==> src/rtl/div_8x4_seq.sv <==
// rtl/div_8x4_seq.sv - 8-by-4 unsigned restoring divider, one quotient bit per clock
module div_8x4_seq (
    input  logic       clk,
    input  logic       rst,
    input  logic       start,
    input  logic [7:0] N,
    input  logic [3:0] D,
    output logic       busy,
    output logic       done,
    output logic [7:0] Q,
    output logic [3:0] R,
    output logic       dz
);

    typedef enum logic {
        IDLE = 1'b0,
        CALC = 1'b1
    } state_t;

    state_t     state_q;
    logic [7:0] n_q;        // dividend, shifted left so bit 7 is always the next bit
    logic [3:0] d_q;        // divisor latched at the start edge
    logic [4:0] rem_q;      // partial remainder, always < d_q between steps
    logic [7:0] quo_q;      // quotient bits collected so far, MSB first
    logic [2:0] cnt_q;      // step number within the current division
    logic       busy_q;
    logic       done_q;
    logic       dz_q;
    logic [7:0] q_q;
    logic [3:0] r_q;

    logic [5:0] shifted_d;
    logic       take_d;
    logic [4:0] rem_d;
    logic [7:0] quo_d;

    // One restoring step: shift in the next dividend bit, trial-subtract, keep or restore
    always_comb begin
        shifted_d = {rem_q, n_q[7]};
        take_d    = (shifted_d >= {2'b00, d_q});
        rem_d     = take_d ? 5'(shifted_d - {2'b00, d_q}) : shifted_d[4:0];
        quo_d     = {quo_q[6:0], take_d};
    end

    // Control FSM and datapath registers; reset wins over start and over any step
    always_ff @(posedge clk) begin
        if (rst) begin
            state_q <= IDLE;
            n_q     <= 8'h00;
            d_q     <= 4'h0;
            rem_q   <= 5'h00;
            quo_q   <= 8'h00;
            cnt_q   <= 3'd0;
            busy_q  <= 1'b0;
            done_q  <= 1'b0;
            dz_q    <= 1'b0;
            q_q     <= 8'h00;
            r_q     <= 4'h0;
        end else begin
            done_q <= 1'b0;
            case (state_q)
                IDLE: begin
                    if (start) begin
                        if (D == 4'h0) begin
                            // Divide by zero resolves immediately without entering CALC
                            q_q    <= 8'hFF;
                            r_q    <= 4'h0;
                            dz_q   <= 1'b1;
                            done_q <= 1'b1;
                        end else begin
                            n_q     <= N;
                            d_q     <= D;
                            rem_q   <= 5'h00;
                            quo_q   <= 8'h00;
                            cnt_q   <= 3'd0;
                            busy_q  <= 1'b1;
                            state_q <= CALC;
                        end
                    end
                end
                CALC: begin
                    n_q   <= {n_q[6:0], 1'b0};
                    rem_q <= rem_d;
                    quo_q <= quo_d;
                    cnt_q <= cnt_q + 3'd1;
                    if (cnt_q == 3'd7) begin
                        q_q     <= quo_d;
                        r_q     <= rem_d[3:0];
                        dz_q    <= 1'b0;
                        done_q  <= 1'b1;
                        busy_q  <= 1'b0;
                        state_q <= IDLE;
                    end
                end
                default: state_q <= IDLE;
            endcase
        end
    end

    assign busy = busy_q;
    assign done = done_q;
    assign Q    = q_q;
    assign R    = r_q;
    assign dz   = dz_q;

endmodule

==> config.mk <==
export PLATFORM = sky130hd
export DESIGN_NAME = div_8x4_seq
export DESIGN_NICKNAME = d
export VERILOG_FILES = /design/src/rtl/div_8x4_seq.sv
export SDC_FILE = /design/constraint.sdc
export NUM_CORES = 1
export LEC_CHECK = 0
export CAP_MARGIN = 10
export CORE_MARGIN = 10
export CORE_UTILIZATION = 52
export DETAILED_ROUTE_END_ITERATION = 7
export PLACE_DENSITY = 0.78
export SLEW_MARGIN = 20
export SYNTH_ARGS = -nofsm -noshare
export SYNTH_HDL_FRONTEND = slang
export SYNTH_SLANG_ARGS = --single-unit
==> constraint.sdc <==
create_clock -name clk -period 3 [get_ports clk]
set_clock_uncertainty 0.2 [all_clocks]
set_input_delay 0.9 -clock clk [delete_from_list [all_inputs] [get_ports clk]]
set_output_delay 0.9 -clock clk [all_outputs]
set_load 0.005 [all_outputs]
==> results.md, run 1 <==
- Status: completed
- Top routing layer in use: met4
- Peak supply drop: 0.3365 mV
- Yosys warns: 0
- Fraction of layout cells with a size suffix above 1: 7.755%
- Syn nets: 236
- Worst reg-to-reg path cell count: 7
- H-tree Lvls: 2
- Main combinational cell family by area after synthesis: compound AO/OA/AOI/OAI gates
- Switching part of the total: 30.56%
- CTS Buf Count: 5
- Multiplexer area fraction after synthesis: 3.905%
- Crit path capture type: flip-flop
- Syn Area/Cell: 8.834 µm²
- Vias per cell: 5.577
- Post-synth EDFFs: 0
- Setup CP Type: reg2reg
- Routed wire length on met3: 277 µm
- Core Util, Final: 66.85%
- Layout overhead on the synthesized area: 20.78%
- Largest net degree at the start of global routing: 32
- Chip width: 80.30 µm
- Clock power frac: 24.7%
- Worst-Margin Slew: 0.6337 ns
- Hold WC Path Type: reg2reg
- Drt initial violations: 146
- Worst-path clk slew: 0.12 ns
- Most common cell after layout, fill and taps aside: dfxtp_1
- Die ar.: 6447 µm²
- Synth Flop Type: dfxtp_1
- Post-DP HPWL: 3060 µm
- Static leakage: 0.8560 nW
- GR Overflow Total: 0
- RSZ-0062 raised after global routing: false
- Clock latency on the worst-skew pair: 0.36 ns
- Unique masters post-synth: 39
- Drt wl/cell: 14.33 µm
- Total track usage: 14.09%
- CORE AREA: 3416 µm²
- Top Ports: 30
- Critical Path AT: 2.54 ns
- FMAX: 403.9 MHz
- Initial Utilization: 55.35%
- Seq cells post-synth: 43
- Logic gate share of total power: 22.2%
- Async S/R FF share, synth: 0%
- Clk root buf: clkbuf_4
- # DRC: 0
- Synth Area in Simple Gates: 17.41%
- Final WL: 4171 µm
- Port Buffer Count: 29
- Fill count: 298
- Period utilization: 82.53%
- Req. time, crit path: 3.07 ns
- Post-cts sizing count: 0
- Cell Rows: 21
- CTS Buffer Depth: 2
- Reg power frac: 53.1%
- Clock sinks: 43
- Synth Area in Compound Gates: 21.05%
- First-pass GRT wire length: 7189 µm
- Initial antenna violation count: 0
- P per Cell Area: 512.4 nW/µm²
- Switch Pwr: 0.3576 mW
- Gpl congestion: 0.9297
- Max transition margin: 57.75%
- DRT Pass-1 Iters: 4
- Xor and xnor area share after synthesis: 0.9265%
- CP max FO: 7
- Setup bufs post-CTS: 0
- Die H: 80.30 µm
- Sequential area share after synthesis: 45.53%
- Post-Syn Area: 1891 µm²
- M1 WL: 1949 µm
- Fin nets: 267
- Hold Path Depth: 2
- Commonest cells after routing, fill and taps aside: 43 x dfxtp_1, 29 x clkdlybuf4s50_1, 27 x nor2_1
- CTS tree: yes
- Min Tclk post-route: 2.476 ns
- # hold bufs at CTS: 0
- Vias: 1,623
- Int Pwr: 0.8125 mW
- Endpoints failing setup: 0
- WL met2: 1872 µm
- Final hold vios: 0
- Max Slew Vio Count: 0
- Post-synthesis adder-cell area fraction: 5.030%
- Final ANT Viol Nets: 0
- Cell count after synthesis: 214
- Vias in the first global route: 1,534
- Max_cap viols: 0
- Setup TNS: 0 ns
- Diodes inserted: 0
- Setup crit start kind: flip-flop
-- synth_stat cells, types with 5 or more instances --
cell type  count  share of area (%)
dfxtp_1       43                 46
nor2_1        27                5.4
a21oi_1       20                5.3
inv_1         14                2.8
o21ai_0       13                3.4
nor3_1        12                3.2
nand2_1       10                2.0
a22oi_1        7                2.8
ha_1           6                4.0
mux2i_1        6                3.2
o31ai_1        6                2.4
clkbuf_1       5               0.99
nand3b_1       5                2.0
-- final timing paths --
path	startpoint	to	slack (ns)
worst max-delay path	n_q[7]$_SDFFE_PP0P_	R[2]$_SDFFE_PP0P_	0.52
worst min-delay path	n_q[5]$_SDFFE_PP0P_	n_q[5]$_SDFFE_PP0P_	0.26
worst max register to register	n_q[7]$_SDFFE_PP0P_	R[2]$_SDFFE_PP0P_	0.52
worst min register to register	n_q[5]$_SDFFE_PP0P_	n_q[5]$_SDFFE_PP0P_	0.26
-- state kept, by name, summed over array words and instances, names as in the netlist --
register,count
R,4
Q,8
rem_q,5
state_q,1
dz,1
d_q,4
cnt_q,3
done,1
busy,1
quo_q,7
n_q,8
-- power groups by stage --
stage               clock network (mW)  registers (mW)  logic [mW]
floorplan                            0           0.627       0.182
global placement                     0           0.634       0.254
detailed placement                   0           0.634       0.253
CTS                              0.295           0.621       0.256
global route                     0.316           0.626       0.292
finish                           0.289           0.621       0.259
-- cells by family after synthesis --
family | Yosys count
flops | 43
simple gates | 68
buf+inv | 26
xor+xnor | 2
mux | 7
compound gates | 61
fa+ha+maj | 7
-- metrics by stage --
| stage | power, mW | instance area [µm²] | setup WS, ns | std cells | hold slack [ns] |
|---|---|---|---|---|---|
| floorplan | 0.8095 | 1891 | 0.6963 | 214 | 0.2291 |
| global placement | 0.8881 | 2227 | 0.2027 | 284 | 0.2404 |
| detailed placement | 0.8869 | 2227 | 0.1673 | 284 | 0.2406 |
| CTS | 1.173 | 2283 | 0.5320 | 291 | 0.2581 |
| global route | 1.235 | 2283 | 0.3415 | 291 | 0.2773 |
| finish | 1.170 | 2283 | 0.5240 | 291 | 0.2555 |
-- critical path: stages, from the launching register on --
cell and delay, ns:
dfxtp_1 0.34, inv_1 0.06, ha_1 0.22, fa_1 0.41, nand2b_1 0.18, a21oi_1 0.43, o21ai_0 0.25, a32o_1 0.30
-- metal layers --
metal / global-route usage, % / vias to the layer above
met5: 0 / -
li1: - / 812
met4: 6.514 / 0
met1: 17.15 / 757
met2: 21.83 / 46
met3: 4.788 / 8
-- area by class of cell --
| type | instances | area (µm²) | area share, % |
|---|---|---|---|
| multi-input combinational | 145 | 913.4 | 40.00 |
| sequential | 43 | 860.8 | 37.70 |
| timing repair buffer | 36 | 342.8 | 15.01 |
| tap | 46 | 57.56 | 2.521 |
| inverter | 14 | 52.55 | 2.301 |
| clock buffer | 6 | 51.30 | 2.247 |
| clock inverter | 1 | 5.005 | 0.2192 |
No activity file was read; power rests on OpenSTA's default activity.
==> inputs of run 2 (changes only) <==
==> constraint.sdc (replaced) <==
create_clock -name clk -period 2.4 [get_ports clk]
set_clock_uncertainty 0.2 [all_clocks]
set_input_delay 0.72 -clock clk [delete_from_list [all_inputs] [get_ports clk]]
set_output_delay 0.72 -clock clk [all_outputs]
set_load 0.005 [all_outputs]
==> results.md, run 2 (synthesis results as in run 1) <==
- Status: completed
- Placement Cell Area: 2335 µm² (+4.8%)
- Clock latency on the worst-skew pair: 0.36 ns (about the same)
- Endpoints failing setup: 0 (unchanged)
- Gpl congestion: 0.9360 (+0.68%)
- Drt wl/cell: 14.20 µm (-0.96%)
- Reg-to-Reg Start: n_q[7]$_SDFFE_PP0P_
- Critical Path AT: 2.42 ns (-0.12 ns)
- Setup crit start kind: input port
- Post-cts sizing count: 0 (unchanged)
- Vias: 1,657 (+2.1%)
- Most common cell after layout, fill and taps aside: dfxtp_1
- Max transition margin: 55.37% (-2.4 points)
- Reg2reg end: rem_q[3]$_SDFFE_PP0P_
- Largest net degree at the start of global routing: 21 (-34%)
- Die ar.: 6447 µm² (unchanged)
- Logic gate share of total power: 24.2% (+2.0 points)
- FMAX: 425.9 MHz
- Diodes inserted: 0 (unchanged)
- Worst-Margin Slew: 0.6694 ns (+0.03569 ns)
- Die H: 80.30 µm (unchanged)
- Max Slew Vio Count: 0 (unchanged)
- # hold bufs at CTS: 0 (unchanged)
- Clock sinks: 43 (unchanged)
- Setup TNS: 0 ns (unchanged)
- Peak supply drop: 0.4979 mV (+48%)
- GR Overflow Total: 0 (unchanged)
- CP max FO: 5 (-2)
- CTS tree: yes
- Total track usage: 14.03% (-0.062 points)
- Hold path start: n_q[6]$_SDFFE_PP0P_
- Commonest cells after routing, fill and taps aside: 43 x dfxtp_1, 29 x clkdlybuf4s50_1, 27 x nor2_1
- Static leakage: 0.9185 nW (+7.3%)
- Fill count: 284 (-4.7%)
- Layout overhead on the synthesized area: 26.47%
- Port Buffer Count: 29 (unchanged)
- Req. time, crit path: 2.47 ns (-0.60 ns)
- Fraction of layout cells with a size suffix above 1: 11.72% (+4.0 points)
- Vias in the first global route: 1,639 (+6.8%)
- First-pass GRT wire length: 7279 µm (+1.3%)
- Post-DP HPWL: 3221 µm (+5.2%)
- Cell Chain, Critical Path: clkdlybuf4s50_1, or4_4, a2111oi_0, a41oi_1, o31ai_1
- Top Ports: 30 (unchanged)
- Clk root buf: clkbuf_4
- RSZ-0062 raised after global routing: false
- Setup bufs post-CTS: 0 (unchanged)
- Hold path endpoint: n_q[6]$_SDFFE_PP0P_
- Final ANT Viol Nets: 0 (unchanged)
- CORE AREA: 3416 µm² (unchanged)
- P per Cell Area: 628.5 nW/µm² (+23%)
- Setup CP Type: in2reg
- Final WL: 4287 µm (+2.8%)
- H-tree Lvls: 2 (unchanged)
- Critical Path Max Stage Delay: 0.58 ns (+0.15 ns)
- Crit path capture type: flip-flop
- Max_cap viols: 0 (unchanged)
- DRT Pass-1 Iters: 4 (unchanged)
- Min Tclk post-route: 2.348 ns
- Hold Slack: 0.2629 ns (+0.007400 ns)
- Final hold vios: 0 (unchanged)
- Hold WC Path Type: reg2reg
- Flop2flop setup slack: 0.16 ns (-0.36 ns)
- Clock power frac: 24.1% (-0.6 points)
- CTS Buf Count: 5 (unchanged)
- CTS Buffer Depth: 2 (unchanged)
- Initial Utilization: 55.35% (unchanged)
- Switch Pwr: 0.4560 mW (+28%)
- Post-route cell area: 2391 µm² (+4.7%)
- Fin nets: 278 (+4.1%)
- Drt initial violations: 163 (+12%)
- Initial antenna violation count: 0 (unchanged)
- Chip width: 80.30 µm (unchanged)
- Switching part of the total: 30.34% (-0.22 points)
- Cell Rows: 21 (unchanged)
- Vias per cell: 5.487 (-1.6%)
- Period utilization: 97.83%
- Reg power frac: 51.7% (-1.4 points)
- # DRC: 0 (unchanged)
- Worst reg-to-reg path cell count: 8 (+1)
- Worst-path clk slew: 0.12 ns (about the same)
- Slowest CP cell: or4_4
- Int Pwr: 1.047 mW (+29%)
- Hold Path Depth: 2 (unchanged)
==> run 2: changes by cell type in the layout (fill, tap and decap cells not counted) <==
| cell | delta |
|---|---|
| buf_12 | +2 |
| buf_4 | +9 |
==> run 2: power by group through the flow <==
stage / clock [mW] / sequential, mW / combinational [mW]
after global routing: 0.391 / 0.782 / 0.404
after CTS: 0.368 / 0.777 / 0.361
after detailed placement: 0 / 0.792 / 0.358
after floorplan: 0 / 0.784 / 0.228
final: 0.363 / 0.777 / 0.363
after global placement: 0 / 0.792 / 0.352
==> run 2: area by class of cell <==
type,count,area [µm²],share of cell area (%)
clock inverter,1,5.005,0.2093
inverter,14,52.55,2.198
clock buffer,6,51.30,2.145
multi-input combinational,145,913.4,38.20
sequential,43,860.8,36.00
tap,46,57.56,2.407
timing repair buffer,47,450.4,18.84
==> run 2: critical path, delay by kind of cell <==
family,cells,cell delay [ns]
AO/OA/AOI/OAI,3,0.67
AND/OR/NAND/NOR,1,0.58
buffers and inverters,1,0.44
==> run 2: per-layer routing <==
metal  wire length [µm]  vias to the layer above  track usage, %
met5                  0                        -               0
met4                 70                        0           6.514
met3                333                        9           4.009
met2               1870                       64           21.35
met1               2014                      748           17.81
li1                   -                      836               -
==> run 2: stage by stage <==
step	total power [mW]	worst slack, ns	utilization (%)	cells
4_1_cts	1.505	0.1099	70.00	302
5_1_grt	1.577	0.01092	70.00	302
2_1_floorplan	1.012	0.2522	-	214
3_5_place_dp	1.150	-0.2592	68.35	295
6_report	1.503	0.05201	70.00	302
3_3_place_gp	1.145	-0.1944	68.35	295
==> run 2: how the worst max path moves through the flow <==
stage                       endpoint  slack [ns]                start
3_3_place_gp   rem_q[3]$_SDFFE_PP0P_       -0.19                 D[3]
3_5_place_dp   rem_q[3]$_SDFFE_PP0P_       -0.26                 D[3]
4_1_cts        rem_q[3]$_SDFFE_PP0P_        0.11                 D[3]
6_report       rem_q[3]$_SDFFE_PP0P_        0.05                 D[3]
5_1_grt        rem_q[3]$_SDFFE_PP0P_        0.01                 D[2]
2_1_floorplan      R[2]$_SDFFE_PP0P_        0.25  n_q[7]$_SDFFE_PP0P_
